===== config.mk =====
export PLATFORM = sky130hd
export DESIGN_NAME = bg_fetch_sched_flat
export DESIGN_NICKNAME = d
export VERILOG_FILES = /design/src/rtl/ppu_pkg.sv /design/src/rtl/bg_fetch_sched_if.sv /design/src/rtl/bg_fetch_slot_rom.sv /design/src/rtl/bg_fetch_sched.sv /design/src/flat_wrapper.sv
export SDC_FILE = /design/constraint.sdc
export NUM_CORES = 1
export LEC_CHECK = 0
export BUFFER_PORTS_ARGS = -buffer_cell sky130_fd_sc_hd__buf_2
export CAP_MARGIN = 20
export CORE_AREA = 5 5 66 68
export DETAILED_ROUTE_END_ITERATION = 12
export DIE_AREA = 0 0 71 73
export PLACE_DENSITY_LB_ADDON = 0.3
export SYNTH_ARGS = -nofsm -noshare
export SYNTH_HDL_FRONTEND = slang
export SYNTH_SLANG_ARGS = --single-unit

===== constraint.sdc =====
create_clock -name clk -period 2.8 [get_ports clk]
set_clock_uncertainty 0.05 [all_clocks]
set_input_delay 0.28 -clock clk [delete_from_list [all_inputs] [get_ports clk]]
set_output_delay 0.28 -clock clk [all_outputs]
set_load 0.05 [all_outputs]

===== src/rtl/ppu_pkg.sv =====
// ppu_pkg: shared types for the PPU background fetch scheduler.
// Holds the bg_type codes, the fetch-slot descriptor and the default line width.
package ppu_pkg;

  localparam int FETCH_DOTS_DEFAULT = 264;

  typedef enum logic [2:0] {
    BG_OPT     = 3'b000,
    BG_2BPP    = 3'b001,
    BG_4BPP    = 3'b010,
    BG_8BPP    = 3'b011,
    BG_OPT4    = 3'b100,
    BG_2BPP_HR = 3'b101,
    BG_4BPP_HR = 3'b110,
    BG_NONE    = 3'b111
  } bg_type_e;

  typedef enum logic [1:0] {
    S_IDLE,
    S_FETCH,
    S_DONE
  } sched_state_e;

  typedef struct packed {
    logic [1:0] bg;
    logic       is_map;
    logic       is_data;
    logic [2:0] num;
  } slot_t;

  localparam logic [1:0] B1 = 2'd0;
  localparam logic [1:0] B2 = 2'd1;
  localparam logic [1:0] B3 = 2'd2;
  localparam logic [1:0] B4 = 2'd3;

  localparam slot_t SLOT_IDLE = '0;

  function automatic slot_t map_s(
    input logic [1:0] b,
    input logic [2:0] n
  );
    slot_t s;
    s.bg      = b;
    s.is_map  = 1'b1;
    s.is_data = 1'b0;
    s.num     = n;
    return s;
  endfunction

  function automatic slot_t dat_s(
    input logic [1:0] b,
    input logic [2:0] n
  );
    slot_t s;
    s.bg      = b;
    s.is_map  = 1'b0;
    s.is_data = 1'b1;
    s.num     = n;
    return s;
  endfunction

endpackage


===== src/rtl/bg_fetch_sched_if.sv =====
// bg_fetch_sched_if: line-control inputs and per-BG fetch outputs
// of the BG fetch scheduler; slave is the scheduler side.
interface bg_fetch_sched_if;
  logic        dot_en;
  logic        line_start;
  logic        line_active;
  logic [2:0]  bgmode;
  logic [3:0]  bg_enable;
  logic [3:0]  fetch_map;
  logic [3:0]  fetch_data;
  logic [2:0]  fetch_data_num;
  logic [8:0]  fetch_x;
  logic        newline;
  logic [11:0] bg_type;
  logic [1:0]  vram_sel;
  logic        busy;

  modport master (
    output dot_en, line_start, line_active,
    output bgmode, bg_enable,
    input  fetch_map, fetch_data, fetch_data_num,
    input  fetch_x, newline, bg_type,
    input  vram_sel, busy
  );

  modport slave (
    input  dot_en, line_start, line_active,
    input  bgmode, bg_enable,
    output fetch_map, fetch_data, fetch_data_num,
    output fetch_x, newline, bg_type,
    output vram_sel, busy
  );
endinterface


===== src/rtl/bg_fetch_slot_rom.sv =====
// bg_fetch_slot_rom: (mode, slot) -> fetch slot and per-BG type codes.
// PPU_BG_OPT_EN enables the offset-per-tile slots of modes 2/4/6.
module bg_fetch_slot_rom
  import ppu_pkg::*;
(
  input  logic [2:0]  mode_i,
  input  logic [2:0]  slot_i,
  output slot_t       slot_o,
  output logic [11:0] bg_type_o
);

`ifdef PPU_BG_OPT_EN
  localparam logic OPT_EN = 1'b1;
`else
  localparam logic OPT_EN = 1'b0;
`endif

  bg_type_e t1, t2, t3, t4;

  always_comb begin
    slot_o = SLOT_IDLE;
    case (mode_i)
      3'd0: begin
        case (slot_i)
          3'd0: slot_o = map_s(B4, 3'd0);
          3'd1: slot_o = map_s(B3, 3'd0);
          3'd2: slot_o = map_s(B2, 3'd0);
          3'd3: slot_o = map_s(B1, 3'd0);
          3'd4: slot_o = dat_s(B4, 3'd0);
          3'd5: slot_o = dat_s(B3, 3'd0);
          3'd6: slot_o = dat_s(B2, 3'd0);
          3'd7: slot_o = dat_s(B1, 3'd0);
        endcase
      end
      3'd1, 3'd2: begin
        case (slot_i)
          3'd0: slot_o = map_s(B3, 3'd0);
          3'd1: slot_o = dat_s(B3, 3'd0);
          3'd2: slot_o = map_s(B2, 3'd0);
          3'd3: slot_o = dat_s(B2, 3'd0);
          3'd4: slot_o = dat_s(B2, 3'd2);
          3'd5: slot_o = map_s(B1, 3'd0);
          3'd6: slot_o = dat_s(B1, 3'd0);
          3'd7: slot_o = dat_s(B1, 3'd2);
        endcase
        // Mode 2 trades the BG3 tile fetch for the h/v offset pair
        if (mode_i == 3'd2 && slot_i == 3'd0)
          slot_o = OPT_EN ? map_s(B3, 3'd0) : SLOT_IDLE;
        if (mode_i == 3'd2 && slot_i == 3'd1)
          slot_o = OPT_EN ? map_s(B3, 3'd1) : SLOT_IDLE;
      end
      3'd3: begin
        case (slot_i)
          3'd0: slot_o = map_s(B2, 3'd0);
          3'd1: slot_o = dat_s(B2, 3'd0);
          3'd2: slot_o = dat_s(B2, 3'd2);
          3'd3: slot_o = map_s(B1, 3'd0);
          3'd4: slot_o = dat_s(B1, 3'd0);
          3'd5: slot_o = dat_s(B1, 3'd2);
          3'd6: slot_o = dat_s(B1, 3'd4);
          3'd7: slot_o = dat_s(B1, 3'd6);
        endcase
      end
      3'd4: begin
        case (slot_i)
          3'd0: slot_o = OPT_EN ? map_s(B3, 3'd0) : SLOT_IDLE;
          3'd1: slot_o = map_s(B2, 3'd0);
          3'd2: slot_o = dat_s(B2, 3'd0);
          3'd3: slot_o = map_s(B1, 3'd0);
          3'd4: slot_o = dat_s(B1, 3'd0);
          3'd5: slot_o = dat_s(B1, 3'd2);
          3'd6: slot_o = dat_s(B1, 3'd4);
          3'd7: slot_o = dat_s(B1, 3'd6);
        endcase
      end
      3'd5: begin
        case (slot_i)
          3'd0: slot_o = map_s(B2, 3'd0);
          3'd1: slot_o = dat_s(B2, 3'd0);
          3'd2: slot_o = dat_s(B2, 3'd1);
          3'd3: slot_o = map_s(B1, 3'd0);
          3'd4: slot_o = dat_s(B1, 3'd0);
          3'd5: slot_o = dat_s(B1, 3'd1);
          3'd6: slot_o = dat_s(B1, 3'd2);
          3'd7: slot_o = dat_s(B1, 3'd3);
        endcase
      end
      3'd6: begin
        case (slot_i)
          3'd0: slot_o = OPT_EN ? map_s(B3, 3'd0) : SLOT_IDLE;
          3'd1: slot_o = OPT_EN ? map_s(B3, 3'd1) : SLOT_IDLE;
          3'd3: slot_o = map_s(B1, 3'd0);
          3'd4: slot_o = dat_s(B1, 3'd0);
          3'd5: slot_o = dat_s(B1, 3'd1);
          3'd6: slot_o = dat_s(B1, 3'd2);
          3'd7: slot_o = dat_s(B1, 3'd3);
          default: slot_o = SLOT_IDLE;
        endcase
      end
      default: slot_o = SLOT_IDLE;
    endcase
  end

  always_comb begin
    t1 = BG_NONE;
    t2 = BG_NONE;
    t3 = BG_NONE;
    t4 = BG_NONE;
    case (mode_i)
      3'd0: begin
        t1 = BG_2BPP;
        t2 = BG_2BPP;
        t3 = BG_2BPP;
        t4 = BG_2BPP;
      end
      3'd1: begin
        t1 = BG_4BPP;
        t2 = BG_4BPP;
        t3 = BG_2BPP;
      end
      3'd2: begin
        t1 = BG_4BPP;
        t2 = BG_4BPP;
        t3 = OPT_EN ? BG_OPT : BG_NONE;
      end
      3'd3: begin
        t1 = BG_8BPP;
        t2 = BG_4BPP;
      end
      3'd4: begin
        t1 = BG_8BPP;
        t2 = BG_2BPP;
        t3 = OPT_EN ? BG_OPT4 : BG_NONE;
      end
      3'd5: begin
        t1 = BG_4BPP_HR;
        t2 = BG_2BPP_HR;
      end
      3'd6: begin
        t1 = BG_4BPP_HR;
        t3 = OPT_EN ? BG_OPT : BG_NONE;
      end
      default: ;
    endcase
  end

  assign bg_type_o = {t4, t3, t2, t1};

endmodule


===== src/rtl/bg_fetch_sched.sv =====
// bg_fetch_sched: per-scanline VRAM fetch scheduler for the four BG units.
// Build option PPU_BG_OPT_EN (see bg_fetch_slot_rom) enables offset-per-tile slots.
module bg_fetch_sched
  import ppu_pkg::*;
#(
  parameter int FETCH_DOTS = FETCH_DOTS_DEFAULT
) (
  input logic             clk,
  input logic             reset,
  bg_fetch_sched_if.slave sched_if
);

  localparam logic [8:0] LAST_X = 9'(FETCH_DOTS - 1);

  sched_state_e state_q, state_d;
  logic [8:0]   x_q, x_d;
  logic [2:0]   mode_q, mode_d;
  logic [3:0]   en_q, en_d;
  logic         vld_q, vld_d;
  logic         nl_q, nl_d;

  slot_t        slot;
  logic [11:0]  type_raw;
  logic         busy;
  logic [3:0]   map_d, dat_d;
  logic [2:0]   num_d;
  logic [1:0]   sel_d;

  always_ff @(posedge clk or posedge reset) begin
    if (reset) begin
      state_q <= S_IDLE;
      x_q     <= '0;
      mode_q  <= '0;
      en_q    <= '0;
      vld_q   <= 1'b0;
      nl_q    <= 1'b0;
    end else begin
      state_q <= state_d;
      x_q     <= x_d;
      mode_q  <= mode_d;
      en_q    <= en_d;
      vld_q   <= vld_d;
      nl_q    <= nl_d;
    end
  end

  always_comb begin
    state_d = state_q;
    x_d     = x_q;
    mode_d  = mode_q;
    en_d    = en_q;
    vld_d   = vld_q;
    nl_d    = nl_q;
    if (sched_if.dot_en) begin
      nl_d = 1'b0;
      if (sched_if.line_start) begin
        x_d = '0;
        if (sched_if.line_active) begin
          state_d = S_FETCH;
          mode_d  = sched_if.bgmode;
          en_d    = sched_if.bg_enable;
          vld_d   = 1'b1;
          nl_d    = 1'b1;
        end else begin
          state_d = S_IDLE;
        end
      end else begin
        case (state_q)
          S_FETCH: begin
            if (x_q == LAST_X) state_d = S_DONE;
            else x_d = x_q + 9'd1;
          end
          default: ;
        endcase
      end
    end
  end

  bg_fetch_slot_rom u_rom (
    .mode_i    (mode_q),
    .slot_i    (x_q[2:0]),
    .slot_o    (slot),
    .bg_type_o (type_raw)
  );

  assign busy = (state_q == S_FETCH);

  // Disabled BGs keep their slot; only the strobe is masked
  always_comb begin
    map_d = '0;
    dat_d = '0;
    num_d = '0;
    sel_d = '0;
    if (busy) begin
      sel_d = slot.bg;
      num_d = slot.num;
      if (slot.is_map)  map_d[slot.bg] = en_q[slot.bg];
      if (slot.is_data) dat_d[slot.bg] = en_q[slot.bg];
    end
  end

  assign sched_if.fetch_map      = map_d;
  assign sched_if.fetch_data     = dat_d;
  assign sched_if.fetch_data_num = num_d;
  assign sched_if.vram_sel       = sel_d;
  assign sched_if.fetch_x        = x_q;
  assign sched_if.newline        = nl_q;
  assign sched_if.busy           = busy;
  assign sched_if.bg_type        = vld_q ? type_raw : '1;

endmodule


===== src/flat_wrapper.sv =====
// flat-port wrapper written by rule: the top's interface ports become plain ports
module bg_fetch_sched_flat import ppu_pkg::*;
#(
  parameter int FETCH_DOTS = FETCH_DOTS_DEFAULT
)
  (clk, reset, sched_if_dot_en, sched_if_line_start, sched_if_line_active, sched_if_bgmode, sched_if_bg_enable, sched_if_fetch_map, sched_if_fetch_data, sched_if_fetch_data_num, sched_if_fetch_x, sched_if_newline, sched_if_bg_type, sched_if_vram_sel, sched_if_busy);
  bg_fetch_sched_if sched_if_i ();
  input logic clk;
  input logic reset;
  input wire logic [$bits(sched_if_i.dot_en)-1:0] sched_if_dot_en;
  input wire logic [$bits(sched_if_i.line_start)-1:0] sched_if_line_start;
  input wire logic [$bits(sched_if_i.line_active)-1:0] sched_if_line_active;
  input wire logic [$bits(sched_if_i.bgmode)-1:0] sched_if_bgmode;
  input wire logic [$bits(sched_if_i.bg_enable)-1:0] sched_if_bg_enable;
  output wire logic [$bits(sched_if_i.fetch_map)-1:0] sched_if_fetch_map;
  output wire logic [$bits(sched_if_i.fetch_data)-1:0] sched_if_fetch_data;
  output wire logic [$bits(sched_if_i.fetch_data_num)-1:0] sched_if_fetch_data_num;
  output wire logic [$bits(sched_if_i.fetch_x)-1:0] sched_if_fetch_x;
  output wire logic [$bits(sched_if_i.newline)-1:0] sched_if_newline;
  output wire logic [$bits(sched_if_i.bg_type)-1:0] sched_if_bg_type;
  output wire logic [$bits(sched_if_i.vram_sel)-1:0] sched_if_vram_sel;
  output wire logic [$bits(sched_if_i.busy)-1:0] sched_if_busy;
  assign sched_if_i.dot_en = sched_if_dot_en;
  assign sched_if_i.line_start = sched_if_line_start;
  assign sched_if_i.line_active = sched_if_line_active;
  assign sched_if_i.bgmode = sched_if_bgmode;
  assign sched_if_i.bg_enable = sched_if_bg_enable;
  assign sched_if_fetch_map = sched_if_i.fetch_map;
  assign sched_if_fetch_data = sched_if_i.fetch_data;
  assign sched_if_fetch_data_num = sched_if_i.fetch_data_num;
  assign sched_if_fetch_x = sched_if_i.fetch_x;
  assign sched_if_newline = sched_if_i.newline;
  assign sched_if_bg_type = sched_if_i.bg_type;
  assign sched_if_vram_sel = sched_if_i.vram_sel;
  assign sched_if_busy = sched_if_i.busy;
  bg_fetch_sched #(.FETCH_DOTS(FETCH_DOTS)) u_core (.clk(clk), .reset(reset), .sched_if(sched_if_i));
endmodule

## Word-level counts from Yosys, hierarchy flattened

Memories as Yosys holds them, arrays and structs flattened.
Index checks and enable logic that the tools add are counted.

- $add $sub $neg: 1
- Order comparisons: 2
- Equal/unequal tests: 15
- Mux-type cells: 28
- Bitwise operators: 1
- Reduce and logical (&&, ||, !) cells: 16

Operators by type and width:

| cell | number |
|---|---|
| $pmux W7 S6 | 1 |
| $mux W9 | 3 |
| $pmux W5 S5 | 1 |
| $eq A3 B3 Y1 const B | 7 |
| $mux W4 | 4 |
| $mux W7 | 2 |
| $mux W12 | 1 |
| $pmux W3 S4 | 1 |
| $reduce_or A2 Y1 | 5 |
| $add A9 B1 Y9 const B | 1 |
| $eq A3 B2 Y1 const B | 3 |
| $eq A9 B9 Y1 const B | 1 |
| $mux W3 | 3 |
| $pmux W3 S3 | 1 |
| $reduce_and A3 Y1 | 3 |
| $mux W2 | 4 |
| $eq A3 B1 Y1 const B | 2 |
| $logic_not A3 Y1 | 2 |
| $mux W1 | 5 |
| $and A4 B4 Y4 | 1 |
| $reduce_bool A2 Y1 | 2 |
| $logic_and A1 B1 Y1 | 3 |
| $lt A2 B3 Y1 const B | 1 |
| $reduce_or A3 Y1 | 1 |
| other kinds (5) | 5 |

- Register bits: 20
- ROM bits: 192
- Input bits: 12
- Output and inout bits: 36
- Logic and storage cells: 74
- Memories kept: 5

Memory list:

| memory | depth | width | read ports | clocked after Yosys merged registers in | write ports | line | text |
|---|---|---|---|---|---|---|---|
| (name not given) | 8 | 5 | 1 | 0 | 0 | bg_fetch_slot_rom.sv:36 | `case (slot_i)` |
| (name not given) | 8 | 5 | 1 | 0 | 0 | bg_fetch_slot_rom.sv:53 | `case (slot_i)` |
| (name not given) | 8 | 5 | 1 | 0 | 0 | bg_fetch_slot_rom.sv:65 | `case (slot_i)` |
| (name not given) | 8 | 5 | 1 | 0 | 0 | bg_fetch_slot_rom.sv:77 | `case (slot_i)` |
| (name not given) | 8 | 4 | 1 | 0 | 0 | bg_fetch_slot_rom.sv:24 | `case (slot_i)` |

## Longest topological paths before layout

- Word-level depth: 12
- Gate-level depth with buffers: 8
- Depth with buffers taken out: 7

## Cells and area by module

From an unflattened synthesis, not the netlist that was laid out.

- Cell total of the unflattened synthesis: 199
- Area, all modules: 1734.2 µm²

Modules (own cells, without submodules):

| module | instances | cells each | area each (µm²) | sequential area each (µm²) |
|---|---|---|---|---|
| bg_fetch_sched | 1 | 118 | 1158.6 | 500.5 |
| bg_fetch_slot_rom | 1 | 81 | 575.6 | 0.0 |

## Least setup slack after synthesis

Ideal clock, no wire load.

- Kind: register to output
- Start: register u_core.x_q[0] (netlist: u_core.sched_if.fetch_x[0])
- End: output sched_if_fetch_map[1]
- Arrival: 3.239 ns
- Required time: 2.470 ns
- Slack: -0.769 ns
- Stages on the path, launching flop included: 9
- Buffers on the path: 1
- Cell sequence: dfrtp_1 > clkbuf_1 > inv_1 > ha_1 > nor2_1 > o311ai_2 > or3_1 > a22o_1 > nor3_1

- Longest elaborated chain between the ends: 12
- Elaborated cells on any way between the ends: 28
- Classes of those cells: order compare (2); eq/ne (6); mux (10); bitwise (1); reduce/logical (4); memory (5)

Ends and longest elaborated chain:

| what | line | text |
|---|---|---|
| from (decl) | bg_fetch_sched.sv:16 | `logic [8:0] x_q, x_d;` |
| from (signal assigned) | bg_fetch_sched.sv:32 | `x_q <= '0;` |
| from (signal assigned) | bg_fetch_sched.sv:39 | `x_q <= x_d;` |
| parallel branches: the longest is 4 deep, another holds $mem_v2 Z8 W5 | n/a |  |
| $pmux W7 S6 (*) | bg_fetch_slot_rom.sv:22 | `case (mode_i)` |
| $lt A2 B3 Y1 (implied by the code) / $ge A2 B1 Y1 (equally long branches) | bg_fetch_sched.sv:97 | `if (slot.is_map) map_d[slot.bg] = en_q[slot.bg];` |
| $logic_and A1 B1 Y1 (implied by the code) | bg_fetch_sched.sv:97 |  |
| $mux W1 (implied by the code) | bg_fetch_sched.sv:97 |  |
| $demux W1 S2 | n/a |  |
| $and A4 B4 Y4 (no source line) | n/a |  |
| $mux W4 (*) | bg_fetch_sched.sv:97 |  |
| $mux W4 (*) | bg_fetch_sched.sv:94 | `if (busy) begin` |
| to (decl) | flat_wrapper.sv:15 | `output wire logic [$bits(sched_if_i.fetch_map)-1:0] sched_if_fetch_map;` |

Every way passes the cells marked *. The select of a mux whose other input is x is not followed.

## Worst setup path after layout

Ends and elaborated chain as after synthesis.

==> impl_metrics.toml <==
[routing]
vias = 1484
drc = 0
routedWlPerCell_um = 14.5
via_per_inst = 5.23
first_iter_violations = 63
count_of_nets_left_with_antenna_violations_after_detail_routing = 0
dr.pass1.iters = 4
finalWirelength_um = 4110

[layout]
layout.area.seq_um2 = 503
final_net_count = 255
fin_util = 0.552
fraction_of_final_layout_cells_with_drive_strength_greater_than_1 = 0.372
insertedDiodeCount = 0
stdcell_area_um2 = 2100
final_cells = 284
fill_cells = 381
multi_input_gate_area_in_the_final_layout_um2 = 1090
area_growth_pct = 32.2

[clock_network]
post_cts_clock_slew_at_the_launch_and_capture_registers_of_the_worst_setup_and_hold_paths_ns = 0.07
cts-hold-fix-buffers = 0
cts.root.buffer_cell = "clkbuf_8"
cts-root-to-sink-buffers = 2
count_of_h_tree_levels_built_during_cts = 1
cts_tree = "done"
cts_num_sinks = 20
clk-insertion-delay-late_ns = 0.26
tritoncts.num_buffers = 3

[job]
cap_viol_max_count = 0

[setup_path]
timing.critical_path.to_type = "primary output"
critPathSlowestCell = "dfrtp_2"
critical_path_arrival_ns = 2.39
path_delay_family = "simple AND/OR/NAND/NOR gates"
worst-path-max-fanout = 9
worst-path-buf-inv = 2
required_ns = 2.47
criticalPathCategory = "reg2out"
slowest_delay_ns = 0.44
timing.critical_path.cells = "buf_4 -> ha_1 -> nor2_2 -> o311ai_4 -> or3_4 -> a22o_4 -> nor3_4 -> buf_6"
critical_path.startpoint_type = "flop"

[synthesis]
fraction_of_the_mapped_netlist_area_in_adder_cells = 0.0631
synth_cell_types = 52
synth.area.mux_share = 0.0631
synth_top_area_share = 0.316
cell_area_after_synthesis_um2 = 1590
synth-simple-area-share = 0.272
synth_seq_cells = 20
synth_compound_area_frac = 0.170
sequential_fraction_of_the_synthesis_area = 0.316
yosys_most_used_dff = "dfrtp_1"
synthArstFlopShare = 1.00
synthesis.area_per_instance_um2 = 8.39
post-synth-top-area-cell = "dfrtp_1"
syn_inst = 189
synth-edff-count = 0
dominant_combinational_cell_family_by_area_after_synthesis = "simple AND/OR/NAND/NOR gates"
synth.area.top_cells = "dfrtp_1, ha_1, mux2_2"
yosys.area_share.xor_xnor = 0.0331
synth_warnings = 0

[global_routing]
grt_start_max_net_pins = 22
grt_usage = 0.165
initial_antenna_violation_count = 0
gr-total-overflow = 0
first_global_vias = 1537
wire_length_of_the_first_global_routing_pass_um = 6920

[power]
p_sw_frac = 0.482
part_of_the_total_power_dissipated_in_sequential_elements = 0.292
power_share_of_the_clock_group = 0.158
power.ir.vdd_worst_mv = 0.273
p_switching_mw = 0.591
intPower_mw = 0.636
power.density_cell_area_nw_per_um2 = 585
power_leakage_nw = 0.986
comb_power_share = 0.550

[timing]
final.hold.worst_slack_ns = 0.0805
timing.max_slew.rel_slack = 0.511
hold_viol = 0
period_share = 0.973
final_max_slew_viol_count = 0
worst-slew-pin-transition_ns = 0.732
maxClockFrequency_ghz = 0.367
setup_repair_after_global_routing_missed_its_margin = "yes"
total_setup_violations_reported_at_the_end_of_the_flow = 0
final.min_clock_period_ns = 2.72

[place]
dpl.hpwl_um = 3180
dp_cells = 279
routabilityCongestion = 0.865
port_buffers = 45
place_area_um2 = 1940

[floorplanning]
floorplan.io_pins = 48
die_width_um = 71
full_die_area_um2 = 5180
rows = 23
start_util = 0.417
fp.coreArea_um2 = 3800
die_height_um = 73

[outcome]
outcome = "finished, final reports clean"

[worst_hold_path]
hp-class = "in2async"
## layer usage
metal | global-route usage | share of wire
met4 | 0.0626 | 0.016
met3 | 0.0207 | 0.049
met5 | 0 | 0
met2 | 0.278 | 0.48
met1 | 0.216 | 0.46
## synthesized netlist by cell type, types with 2 or more instances
cell,number
nand2b_1,8
o32ai_1,2
nor3_1,13
mux2_2,7
clkbuf_1,6
o21ai_1,3
and2_1,2
buf_4,7
xor2_1,4
ha_1,8
xnor2_1,2
a31oi_1,2
inv_1,10
nand4_1,3
a21oi_1,4
nand2_1,19
dfrtp_1,20
a211oi_1,2
nor2_1,20
buf_2,3
or3_1,2
o21ai_0,7
nor2b_1,3
nand3_1,3
nor4_1,2
## logic make-up after synthesis
logic type | count (synthesis)
other | 1
AOI/OAI and AO/OA | 35
and+or+nand+nor | 84
DFF | 20
buffers and inverters | 26
adders and majority gates | 8
muxes | 9
xor gates and xnor gates | 6
## power groups by stage
stage | clock network, mW | registers, mW | logic, mW
CTS | 0.195 | 0.356 | 0.642
global placement | 0 | 0.359 | 0.634
detailed placement | 0 | 0.362 | 0.634
floorplan | 0 | 0.360 | 0.502
global route | 0.208 | 0.363 | 0.722
finish | 0.194 | 0.358 | 0.675
## per-stage QoR
stage	setup slack, ns	total power, mW	TNS [ns]
2_1_floorplan	0.0215	0.862	0
3_3_place_gp	0.105	0.992	0
3_5_place_dp	0.0595	0.996	0
4_1_cts	0.0145	1.19	0
5_1_grt	-0.0203	1.29	-0.0614
6_report	0.0754	1.23	0
## flip-flops by register name, indices dropped and copies added (netlist names)
register                 cells
u_core.sched_if.newline      1
u_core.mode_q                3
u_core.sched_if.fetch_x      9
u_core.state_q               2
u_core.vld_q                 1
u_core.en_q                  4
## worst paths after layout
| check | start | endpoint | slack, ns | cells past startpoint |
|---|---|---|---|---|
| worst max-delay path | u_core.sched_if.fetch_x[0] | sched_if_fetch_map[1] | 0.08 | 8 |
| worst min-delay path | reset | u_core.sched_if.fetch_x[3] | 0.08 | 2 |
| worst max register to register | u_core.sched_if.fetch_x[5] | u_core.sched_if.fetch_x[3] | 1.08 | 5 |
| worst min register to register | u_core.en_q[3] | u_core.en_q[3] | 0.44 | 1 |
| max in group asynchronous | reset | u_core.sched_if.fetch_x[0] | 2.12 | 2 |
| min in group clk | sched_if_bg_enable[3] | u_core.en_q[3] | 0.18 | 2 |
## cells in the final DEF (no fill, tap or decap), types with 4 or more instances in the layout
cell | Yosys | final
a21oi_1 | 4 | 4
buf_2 | 3 | 37
buf_4 | 7 | 10
buf_6 | 0 | 7
dfrtp_1 | 20 | 18
ha_1 | 8 | 8
inv_1 | 10 | 10
mux2_2 | 7 | 7
nand2_1 | 19 | 19
nand2b_1 | 8 | 8
nor2_1 | 20 | 19
nor3_1 | 13 | 5
nor3_4 | 0 | 6
o21ai_0 | 7 | 7
xor2_1 | 4 | 4
## what timing repair did
item                                   CTS  global route
gates resized for setup                  7            15
pin swaps                                1             1
setup buffers                            0             1
endpoints found under the hold margin    0             0
setup endpoints to repair                6             8
## cell type report
| cell class | count | area share |
|---|---|---|
| clock buffer | 4 | 0.0215 |
| multi-input combinational | 144 | 0.522 |
| tap | 50 | 0.0299 |
| timing repair buffer | 56 | 0.169 |
| inverter | 10 | 0.0179 |
| sequential | 20 | 0.240 |
No activity file was read; power rests on OpenSTA's default activity.
